File: config.mk
export PLATFORM = sky130hd
export DESIGN_NAME = kernel_window_loader
export DESIGN_NICKNAME = d
export VERILOG_FILES = /design/src/rtl/definitions_pkg.sv /design/src/rtl/kwl_line_mem.sv /design/src/rtl/kernel_window_loader.sv
export SDC_FILE = /design/constraint.sdc
export NUM_CORES = 1
export LEC_CHECK = 0
export CAP_MARGIN = 15
export CORE_MARGIN = 8
export CORE_UTILIZATION = 50
export CTS_BUF_LIST = sky130_fd_sc_hd__clkbuf_4 sky130_fd_sc_hd__clkbuf_8 sky130_fd_sc_hd__clkbuf_16
export DETAILED_ROUTE_END_ITERATION = 10
export PLACE_DENSITY = 0.66
export RECOVER_POWER = 100
export SLEW_MARGIN = 5
export SYNTH_ARGS = -nofsm -noshare
export SYNTH_HDL_FRONTEND = slang
export SYNTH_SLANG_ARGS = --single-unit
export TNS_END_PERCENT = 20
File: constraint.sdc
create_clock -name clk -period 3.1 [get_ports clk]
set_input_delay 0.62 -clock clk [delete_from_list [all_inputs] [get_ports clk]]
set_output_delay 0.62 -clock clk [all_outputs]
set_load 0.005 [all_outputs]
File: src/rtl/definitions_pkg.sv
// rtl/definitions_pkg.sv - shared constants and reader state type for the kernel window loader
// Kernel ceiling, default line width and the reader FSM encoding.
package definitions_pkg;

   localparam int KWL_MAX_KERNEL = 7;
   localparam int IMAGE_WIDTH    = 8;

   typedef enum logic [1:0] {
      IDLE,
      RUN,
      RELEASE
   } kwl_rd_state_t;

endpackage

File: src/rtl/kwl_line_mem.sv
// rtl/kwl_line_mem.sv - one image line: single write port, KERNEL consecutive pixels read per cycle
// Read data is registered, so a window column address yields its pixels one cycle later.
module kwl_line_mem #(
   parameter int ITEM_SIZE   = 8,
   parameter int IMAGE_WIDTH = 8,
   parameter int KERNEL      = 3,
   parameter int AW          = 3
) (
   input  logic                        clk,
   input  logic                        wr_en,
   input  logic [AW-1:0]               wr_addr,
   input  logic [ITEM_SIZE-1:0]        wr_data,
   input  logic [AW-1:0]               rd_addr,
   output logic [KERNEL*ITEM_SIZE-1:0] rd_data
);

   logic [ITEM_SIZE-1:0]        mem_q [IMAGE_WIDTH];
   logic [KERNEL*ITEM_SIZE-1:0] rd_data_d;
   logic [KERNEL*ITEM_SIZE-1:0] rd_data_q;

   always_comb begin
      rd_data_d = '0;
      for (int c = 0; c < KERNEL; c++) begin
         rd_data_d[c*ITEM_SIZE +: ITEM_SIZE] = mem_q[rd_addr + AW'(c)];
      end
   end

   // Storage is deliberately left out of reset; only pointers need a defined value.
   always_ff @(posedge clk) begin
      if (wr_en) begin
         mem_q[wr_addr] <= wr_data;
      end
      rd_data_q <= rd_data_d;
   end

   assign rd_data = rd_data_q;

endmodule

File: src/rtl/kernel_window_loader.sv
// rtl/kernel_window_loader.sv - streams KERNEL x KERNEL windows out of a ring of KERNEL+1 line memories
// Define KWL_STATS_EN to add the window_count / stall_count statistics outputs.
module kernel_window_loader #(
   parameter int ITEM_SIZE   = 8,
   parameter int IMAGE_WIDTH = definitions_pkg::IMAGE_WIDTH,
   parameter int KERNEL      = 3
) (
   input  logic                               clk,
   input  logic                               rstN,
   input  logic                               frame_restart,
   input  logic [ITEM_SIZE-1:0]               pixel_in,
   input  logic                               pixel_in_valid,
   output logic                               pixel_in_ready,
   output logic [KERNEL*KERNEL*ITEM_SIZE-1:0] win_data,
   output logic                               win_valid,
   input  logic                               win_ready,
   output logic                               win_eol
`ifdef KWL_STATS_EN
   ,
   output logic [31:0]                        window_count,
   output logic [31:0]                        stall_count
`endif
);

   import definitions_pkg::*;

   localparam int NUM_LINES = KERNEL + 1;
   localparam int AW        = $clog2(IMAGE_WIDTH);
   localparam int LW        = $clog2(NUM_LINES);
   localparam int SW        = LW + 1;
   localparam int FW        = $clog2(NUM_LINES + 1);
   localparam int RW        = KERNEL * ITEM_SIZE;
   localparam int WW        = KERNEL * RW;
   localparam logic [AW-1:0] LAST_WR_COL = AW'(IMAGE_WIDTH - 1);
   localparam logic [AW-1:0] LAST_RD_COL = AW'(IMAGE_WIDTH - KERNEL);
   localparam logic [LW-1:0] LAST_LINE   = LW'(NUM_LINES - 1);
   localparam logic [FW-1:0] FULL        = FW'(NUM_LINES);
   localparam logic [FW-1:0] NEED        = FW'(KERNEL);

   kwl_rd_state_t state_q, state_d;
   logic [AW-1:0] wr_col_q, wr_col_d, rd_col_q, rd_col_d;
   logic [LW-1:0] wr_line_q, wr_line_d, rd_base_q, rd_base_d, pend_base_q, pend_base_d;
   logic [FW-1:0] lines_full_q, lines_full_d;
   logic          ready_en_q, ready_en_d;
   logic          pend_valid_q, pend_valid_d, pend_eol_q, pend_eol_d;
   logic          win_valid_q, win_valid_d, win_eol_q, win_eol_d;
   logic          skid_valid_q, skid_valid_d, skid_eol_q, skid_eol_d;
   logic [WW-1:0] win_data_q, win_data_d, skid_data_q, skid_data_d;
`ifdef KWL_STATS_EN
   logic [31:0]   window_count_q, window_count_d, stall_count_q, stall_count_d;
`endif

   logic          accept, line_done, release_now, pop, issue;
   logic [1:0]    occupancy;
   logic [RW-1:0] line_rd [NUM_LINES];
   logic [WW-1:0] pend_win;
   logic [SW-1:0] sel;

   assign pixel_in_ready = ready_en_q & (lines_full_q < FULL);
   assign accept         = pixel_in_valid & pixel_in_ready;
   assign line_done      = accept & (wr_col_q == LAST_WR_COL);
   assign release_now    = (state_q == RELEASE);
   assign pop            = win_valid_q & win_ready;
   // A read is only launched when the output and skid slots can absorb it on landing.
   assign occupancy      = 2'(pend_valid_q) + 2'(win_valid_q) + 2'(skid_valid_q) - 2'(pop);
   assign issue          = (state_q == RUN) & (occupancy <= 2'd1);

   for (genvar l = 0; l < NUM_LINES; l++) begin : g_line
      kwl_line_mem #(
         .ITEM_SIZE  (ITEM_SIZE),
         .IMAGE_WIDTH(IMAGE_WIDTH),
         .KERNEL     (KERNEL),
         .AW         (AW)
      ) u_line_mem (
         .clk    (clk),
         .wr_en  (accept & ~frame_restart & (wr_line_q == LW'(l))),
         .wr_addr(wr_col_q),
         .wr_data(pixel_in),
         .rd_addr(rd_col_q),
         .rd_data(line_rd[l])
      );
   end

   always_comb begin
      pend_win = '0;
      sel      = '0;
      for (int r = 0; r < KERNEL; r++) begin
         sel = {1'b0, pend_base_q} + SW'(r);
         if (sel >= SW'(NUM_LINES)) begin
            sel = sel - SW'(NUM_LINES);
         end
         pend_win[r*RW +: RW] = line_rd[sel[LW-1:0]];
      end
   end

   always_comb begin
      state_d      = state_q;
      wr_col_d     = wr_col_q;
      wr_line_d    = wr_line_q;
      rd_col_d     = rd_col_q;
      rd_base_d    = rd_base_q;
      ready_en_d   = 1'b1;
      pend_valid_d = issue;
      pend_eol_d   = pend_eol_q;
      pend_base_d  = pend_base_q;
      win_valid_d  = win_valid_q;
      win_eol_d    = win_eol_q;
      win_data_d   = win_data_q;
      skid_valid_d = skid_valid_q;
      skid_eol_d   = skid_eol_q;
      skid_data_d  = skid_data_q;
`ifdef KWL_STATS_EN
      window_count_d = window_count_q;
      stall_count_d  = stall_count_q;
`endif

      if (accept) begin
         if (wr_col_q == LAST_WR_COL) begin
            wr_col_d  = '0;
            wr_line_d = (wr_line_q == LAST_LINE) ? '0 : wr_line_q + 1'b1;
         end else begin
            wr_col_d = wr_col_q + 1'b1;
         end
      end
      lines_full_d = lines_full_q + FW'(line_done) - FW'(release_now);

      case (state_q)
         IDLE: begin
            rd_col_d = '0;
            if (lines_full_q >= NEED) state_d = RUN;
         end
         RUN: begin
            if (issue) begin
               if (rd_col_q == LAST_RD_COL) state_d = RELEASE;
               else rd_col_d = rd_col_q + 1'b1;
            end
         end
         RELEASE: begin
            rd_col_d  = '0;
            rd_base_d = (rd_base_q == LAST_LINE) ? '0 : rd_base_q + 1'b1;
            state_d   = (lines_full_d >= NEED) ? RUN : IDLE;
         end
         default: state_d = IDLE;
      endcase

      if (issue) begin
         pend_eol_d  = (rd_col_q == LAST_RD_COL);
         pend_base_d = rd_base_q;
      end

      // Window order is output slot, then skid slot, then the read in flight.
      if (!win_valid_q || pop) begin
         if (skid_valid_q) begin
            win_valid_d  = 1'b1;
            win_data_d   = skid_data_q;
            win_eol_d    = skid_eol_q;
            skid_valid_d = pend_valid_q;
            skid_data_d  = pend_win;
            skid_eol_d   = pend_eol_q;
         end else begin
            win_valid_d = pend_valid_q;
            if (pend_valid_q) begin
               win_data_d = pend_win;
               win_eol_d  = pend_eol_q;
            end
         end
      end else if (pend_valid_q) begin
         skid_valid_d = 1'b1;
         skid_data_d  = pend_win;
         skid_eol_d   = pend_eol_q;
      end

`ifdef KWL_STATS_EN
      if (pop && (window_count_q != '1)) window_count_d = window_count_q + 32'd1;
      if (win_valid_q && !win_ready && (stall_count_q != '1)) stall_count_d = stall_count_q + 32'd1;
`endif

      if (frame_restart) begin
         state_d      = IDLE;
         wr_col_d     = '0;
         wr_line_d    = '0;
         rd_col_d     = '0;
         rd_base_d    = '0;
         lines_full_d = '0;
         pend_valid_d = 1'b0;
         pend_eol_d   = 1'b0;
         pend_base_d  = '0;
         win_valid_d  = 1'b0;
         win_eol_d    = 1'b0;
         win_data_d   = '0;
         skid_valid_d = 1'b0;
         skid_eol_d   = 1'b0;
         skid_data_d  = '0;
`ifdef KWL_STATS_EN
         window_count_d = '0;
         stall_count_d  = '0;
`endif
      end
   end

   always_ff @(posedge clk or negedge rstN) begin
      if (!rstN) begin
         state_q      <= IDLE;
         wr_col_q     <= '0;
         wr_line_q    <= '0;
         rd_col_q     <= '0;
         rd_base_q    <= '0;
         lines_full_q <= '0;
         ready_en_q   <= 1'b0;
         pend_valid_q <= 1'b0;
         pend_eol_q   <= 1'b0;
         pend_base_q  <= '0;
         win_valid_q  <= 1'b0;
         win_eol_q    <= 1'b0;
         win_data_q   <= '0;
         skid_valid_q <= 1'b0;
         skid_eol_q   <= 1'b0;
         skid_data_q  <= '0;
`ifdef KWL_STATS_EN
         window_count_q <= '0;
         stall_count_q  <= '0;
`endif
      end else begin
         state_q      <= state_d;
         wr_col_q     <= wr_col_d;
         wr_line_q    <= wr_line_d;
         rd_col_q     <= rd_col_d;
         rd_base_q    <= rd_base_d;
         lines_full_q <= lines_full_d;
         ready_en_q   <= ready_en_d;
         pend_valid_q <= pend_valid_d;
         pend_eol_q   <= pend_eol_d;
         pend_base_q  <= pend_base_d;
         win_valid_q  <= win_valid_d;
         win_eol_q    <= win_eol_d;
         win_data_q   <= win_data_d;
         skid_valid_q <= skid_valid_d;
         skid_eol_q   <= skid_eol_d;
         skid_data_q  <= skid_data_d;
`ifdef KWL_STATS_EN
         window_count_q <= window_count_d;
         stall_count_q  <= stall_count_d;
`endif
      end
   end

   assign win_valid = win_valid_q;
   assign win_eol   = win_eol_q;
   assign win_data  = win_data_q;
`ifdef KWL_STATS_EN
   assign window_count = window_count_q;
   assign stall_count  = stall_count_q;
`endif

endmodule

* Word-level counts from Yosys, hierarchy flattened *
Memories as Yosys holds them, arrays and structs flattened. A register that Yosys moved wholly into a read port is not among the register bits.
Cells that the tools add are included.

word-level totals
  bits in writable memories = 256
  memories kept = 4
  bits of input ports = 13
  output and inout bits = 75
  word-level logic and storage cells = 157
  flip-flop bits (word level) = 168

memory list
  memory                      words  bits a word  read ports  clocked after memory_dff  write ports  line                RTL
  g_line[0].u_line_mem.mem_q  8      8            3           3                         1            kwl_line_mem.sv:17  logic [ITEM_SIZE-1:0] mem_q [IMAGE_WIDTH];
  g_line[1].u_line_mem.mem_q  8      8            3           3                         1            kwl_line_mem.sv:17
  g_line[2].u_line_mem.mem_q  8      8            3           3                         1            kwl_line_mem.sv:17
  g_line[3].u_line_mem.mem_q  8      8            3           3                         1            kwl_line_mem.sv:17

operators by class
  $add $sub $neg = 15
  muxes and demuxes = 67
  bitwise operators = 14
  equality and inequality tests = 13
  $lt $le $gt $ge = 10
  reductions and logical operators = 18

operators with widths
  operator               number
  $mux W72               7
  $bmux W24 S2           3
  $mux W24               6
  $mux W2                16
  $mux W1                26
  $mux W3                7
  $ge A3 B3 Y1 const B   5
  $ne A3 B3 Y1 const B   4
  $and A1 B1 Y1          10
  $reduce_bool A2 Y1     5
  $not A2 Y3             3
  $reduce_bool A3 Y1     3
  $eq A2 B2 Y1 const B   4
  $add A3 B1 Y3 const B  2
  $eq A3 B3 Y1 const B   2
  $ge A3 B2 Y1 const B   2
  $pmux W2 S3            1
  $pmux W3 S2            1
  $reduce_and A2 Y1      3
  $reduce_and A3 Y1      2
  $sub A2 B1 Y2 const B  3
  $add A2 B1 Y2 const B  2
  $eq A2 B1 Y1 const B   2
  $logic_not A2 Y1       2
  16 further kinds       16

* Longest topological paths before layout *
  depth after elaboration = 11
  gate-level depth with buffers = 10
  depth with buffers taken out = 10

* Cells and area by module *
Synthesis repeated with hierarchy kept, for this count alone.

second synthesis, totals
  cells, all modules = 1,573
  area, all modules = 24,684.9 um^2

by module, submodules not included
  module                                    instances  area each (um^2)  seq. area each (um^2)  cells an instance
  kwl_line_mem at g_line[0].u_line_mem ...  3          4,137.7           2,402.3                206
  kernel_window_loader                      1          8,519.4           4,204.0                777
  kwl_line_mem at g_line[1].u_line_mem      1          3,752.3           2,402.3                178

* Least setup slack after synthesis *
OpenSTA, ideal clock, no wires.

  path kind = register to register
  start = register rd_col_q[1]
  end = register g_line[0].u_line_mem.rd_data_q[10] (read register of g_line[0].u_line_mem.mem_q)
  stages on the path, launching flop included = 10
  setup slack = 502 ps
  period minus slack after synthesis = 2,598 ps
  buffers on the path = 5
  required time = 2,979 ps
  setup time = 121 ps
  arrival time = 2,477 ps
  path through = dfrtp_1 > clkbuf_1 > inv_1 > clkbuf_1 > clkbuf_1 > ha_1 > buf_2 > buf_1 > mux4_2 > mux2_2

on the way
  longest elaborated chain between the ends = 1

ends and longest elaborated chain
  what                      line                         RTL
  start: declaration        kernel_window_loader.sv:41   logic [AW-1:0] wr_col_q, wr_col_d, rd_col_q, rd_col_d;
  start signal: assignment  kernel_window_loader.sv:227  rd_col_q <= rd_col_d;
  $add A3 B1 Y3             kwl_line_mem.sv:24           rd_data_d[c*ITEM_SIZE +: ITEM_SIZE] = mem_q[rd_addr + AW'(c)];
  end: declaration          kwl_line_mem.sv:19           logic [KERNEL*ITEM_SIZE-1:0] rd_data_q;

No other way between the ends.
A chain may end at the register's enable or synchronous reset.

* Worst setup path after layout *
  start = input port win_ready
  end = register skid_data_q[56]

on the way
  longest elaborated chain between the ends = 4
  elaborated cells between the ends (all ways) = 7
  those cells by class = eq/ne: 1; mux: 2; bitwise: 1; reduce/logical: 3

ends and longest elaborated chain
  what                                                     line                         RTL
  start: declaration                                       kernel_window_loader.sv:16   input logic win_ready,
  $and A1 B1 Y1 (*)                                        kernel_window_loader.sv:63   assign pop = win_valid_q & win_ready;
  $logic_or A1 B1 Y1 (*)                                   kernel_window_loader.sv:152  if (!win_valid_q || pop) begin
  $ne A3 B3 Y1 (no line), or another cell as far along     -
  $reduce_and A2 Y1 (no line) or $mux W72 (tied branches)  -
  end signal: assignment                                   kernel_window_loader.sv:239  skid_data_q <= skid_data_d;
  end: declaration                                         kernel_window_loader.sv:48   logic [WW-1:0] win_data_q, win_data_d, skid_data_q, skid_data_d;

Every way passes the cells marked *; elsewhere a longest branch is shown, timed or not.

==> flow_summary.yaml <==
power_and_ir_drop:
  max-vdd-ir-drop_mv: 0.3933
  power_density_mw_per_mm2: 621.3
  leakagePower_nw: 10.26
placed_design:
  hpwlAfterDp_um: 40160
  place.port_buffers: 87
  dp_cells: 2318
  gp_congestion: 0.8653
  post-place-ws_ps: 142.1
  dpl-instance-area_mm2: 0.02507
floorplan:
  dieHeight_um: 232.0
  core-area_mm2: 0.04626
  ios: 88
  dieArea_mm2: 0.05382
  die_w_um: 232.0
  start_util_pct: 50.42
  row_count: 79
detailed_routing:
  dr.pass1.iters: 5
  drc: 0
  wirelength_um: 57920
  wl_per_cell_um: 23.97
  num_vias: 14360
  drt_iter0_markers: 1353
  avgViaCountPerCell: 5.945
  drtAntennaViolNets: 0
sta:
  tightest_slew_ps: 1859
  fin_ws_ps: 217.6
  relSlewSlack_pct: -23.91
  period_needed_ps: 2882
  period_share_pct: 92.98
  finalMaxSlewViolations: 384
  final.setup.tns_ps: 0
  rsz0062_at_grt: "false"
  max_freq_mhz: 346.9
  hold_viol_final: 0
  whs_ps: 134.6
  skew_ps: 25.75
  setup_viol: 0
synthesis:
  synthCells: 1669
  yosys.area_share.simple_pct: 5.101
  synthXorXnorAreaFrac_pct: 0.2253
  yosys.area.top_type: "edfxtp_1"
  syn-num-nets: 1696
  yosysUniqueCellTypes: 53
  syn_area_mm2: 0.02332
  muxShareOfSynthArea_pct: 21.09
  synthArstFlopShare_pct: 32.31
  synth_seq_cells: 520
  synth.avg_cell_area_um2: 13.98
  synth_top_area_share_pct: 32.96
  yosys.area_share.adder_pct: 0.7832
  ys.flop_type: "edfxtp_1"
  synth_top_family_by_area: "multiplexers"
  ys_seq_area_share_pct: 59.22
  synth_top_cells_by_area: "edfxtp_1, dfrtp_1, mux4_2"
  ys_warn_count: 0
  synth_edf_count: 256
  synth-compound-area-share_pct: 10.42
worst_setup_path:
  crit_required_ps: 3630
  endpoint_kind: "flip-flop"
  ff2ff_path_depth: 10
  critPathLaunchType: "input port"
  worstPathCellList: "dlygate4sd3_1, nand2b_1, a211oi_4, clkbuf_2, a22o_1"
  critPathKind: "input port to flip-flop"
  slowest_stage: "clkbuf_2"
  path_buf_inv: 2
  crit_cells: 5
  cpPeakStageDelay_ps: 1240
  cp_top_family: "buffers and inverters"
  crit_arrival_ps: 3410
  crit_path_max_fanout: 74
flow_run:
  maxCapViolations: 7
cells_and_area:
  final_common_cell: "edfxtp_1"
  layout_common_cells: "edfxtp_1, dfrtp_1, nand2_1"
  final_cells: 2416
  antenna_cells: 0
  syn2layout_area_growth_pct: 14.46
  fin_nets: 1792
  final_cell_area_mm2: 0.02670
  final_layout_size_suffix_gt1_share_pct: 18.63
cts:
  cts.path.max_buffers: 3
  postCtsSetupRepairBufs: 0
  clk_latency_ps: 600
  h-tree-depth: 2
  cts.clk_slew.worst_paths_ps: 60
  clock-root-buffer: "clkbuf_16"
  cts_num_sinks: 520
  tritoncts: "done"
  postCtsHoldBufs: 0
  cts_buffers: 52
  cts_resized: 0
global_routing:
  grt_pass1_wl_um: 88910
  grtUsageTotal_pct: 21.46
  antenna_found_initial: 0
  grt_pass1_vias: 14190
  grt_start_max_net_pins: 96
  grt-ovfl-total: 0
outcome:
  status: "complete, but fails checks"
  violations: "max-capacitance violations, max-slew violations"
hold_path:
  worstHoldPathType: "input port to asynchronous set/reset pin"
[routing by layer]
layer / vias up / wire length [um] / track usage, %
li1: 6530 / - / -
met1: 7252 / 25990 / 30.79
met2: 488 / 26390 / 33.07
met3: 93 / 3864 / 3.921
met4: 0 / 1670 / 6.591
met5: - / 0 / 0
[stage by stage]
stage / utilization (%) / power [mW]
6_report: 57.71 / 16.59
5_1_grt: 57.71 / 17.17
2_1_floorplan: - / 9.313
3_3_place_gp: 54.19 / 10.14
4_1_cts: 58.24 / 16.77
3_5_place_dp: 54.19 / 10.18
[cells by family after synthesis]
kind of cell / Yosys count
multiplexers: 353
other: 1
AND/OR/NAND/NOR: 286
AO/OA/AOI/OAI: 354
adder cells (fa/ha/maj): 14
buffers and inverters: 135
XOR/XNOR: 6
flip-flops: 520
[synthesized netlist by cell type, types with 15 or more instances]
| cell | number |
|---|---|
| buf_2 | 44 |
| nand2_1 | 147 |
| mux2_2 | 114 |
| a22o_1 | 120 |
| nor2_1 | 105 |
| a21oi_1 | 62 |
| buf_4 | 21 |
| o21ai_0 | 66 |
| a21o_1 | 48 |
| clkbuf_1 | 35 |
| a22oi_1 | 24 |
| edfxtp_1 | 256 |
| mux2i_1 | 136 |
| buf_1 | 15 |
| dfxtp_1 | 96 |
| mux4_2 | 92 |
| dfrtp_1 | 168 |
| o21ai_1 | 26 |
[sequential cells by signal, indices dropped and copies added, names as in the netlist, 2 cells and up]
signal	flops
lines_full_q	3
wr_line_q	2
rd_base_q	2
pend_base_q	2
wr_col_q	3
state_q	2
g_line.u_line_mem.rd_data	96
skid_data_q	72
rd_col_q	3
g_line.u_line_mem.mem_q	256
win_data	72
[area by class of cell]
| class | instances | area [um^2] |
|---|---|---|
| clock buffers | 82 | 1742 |
| clock inverters | 16 | 130.1 |
| fillers | 3707 | 19560 |
| inverters | 9 | 33.78 |
| multi-input cells | 1014 | 8825 |
| flip-flops and latches | 520 | 13830 |
| well taps | 607 | 759.5 |
| repair buffers | 168 | 1379 |
[power breakdown]
| group | internal (mW) | switching [mW] | total, mW |
|---|---|---|---|
| combinational | 0.959 | 1.10 | 2.06 |
| clock | 3.96 | 2.65 | 6.61 |
| sequential | 7.64 | 0.284 | 7.92 |
[worst paths after layout]
kind                              from              end  slack [ps]
max in group asynchronous         rstN  skid_data_q[39]         590
max                          win_ready  skid_data_q[56]         220
min reg2reg                 skid_eol_q       skid_eol_q         480
min                               rstN        win_valid         130
max reg2reg                wr_col_q[1]       state_q[0]         270
min in group clk            skid_eol_q       skid_eol_q         480
(Power assumes the default switching activity.)
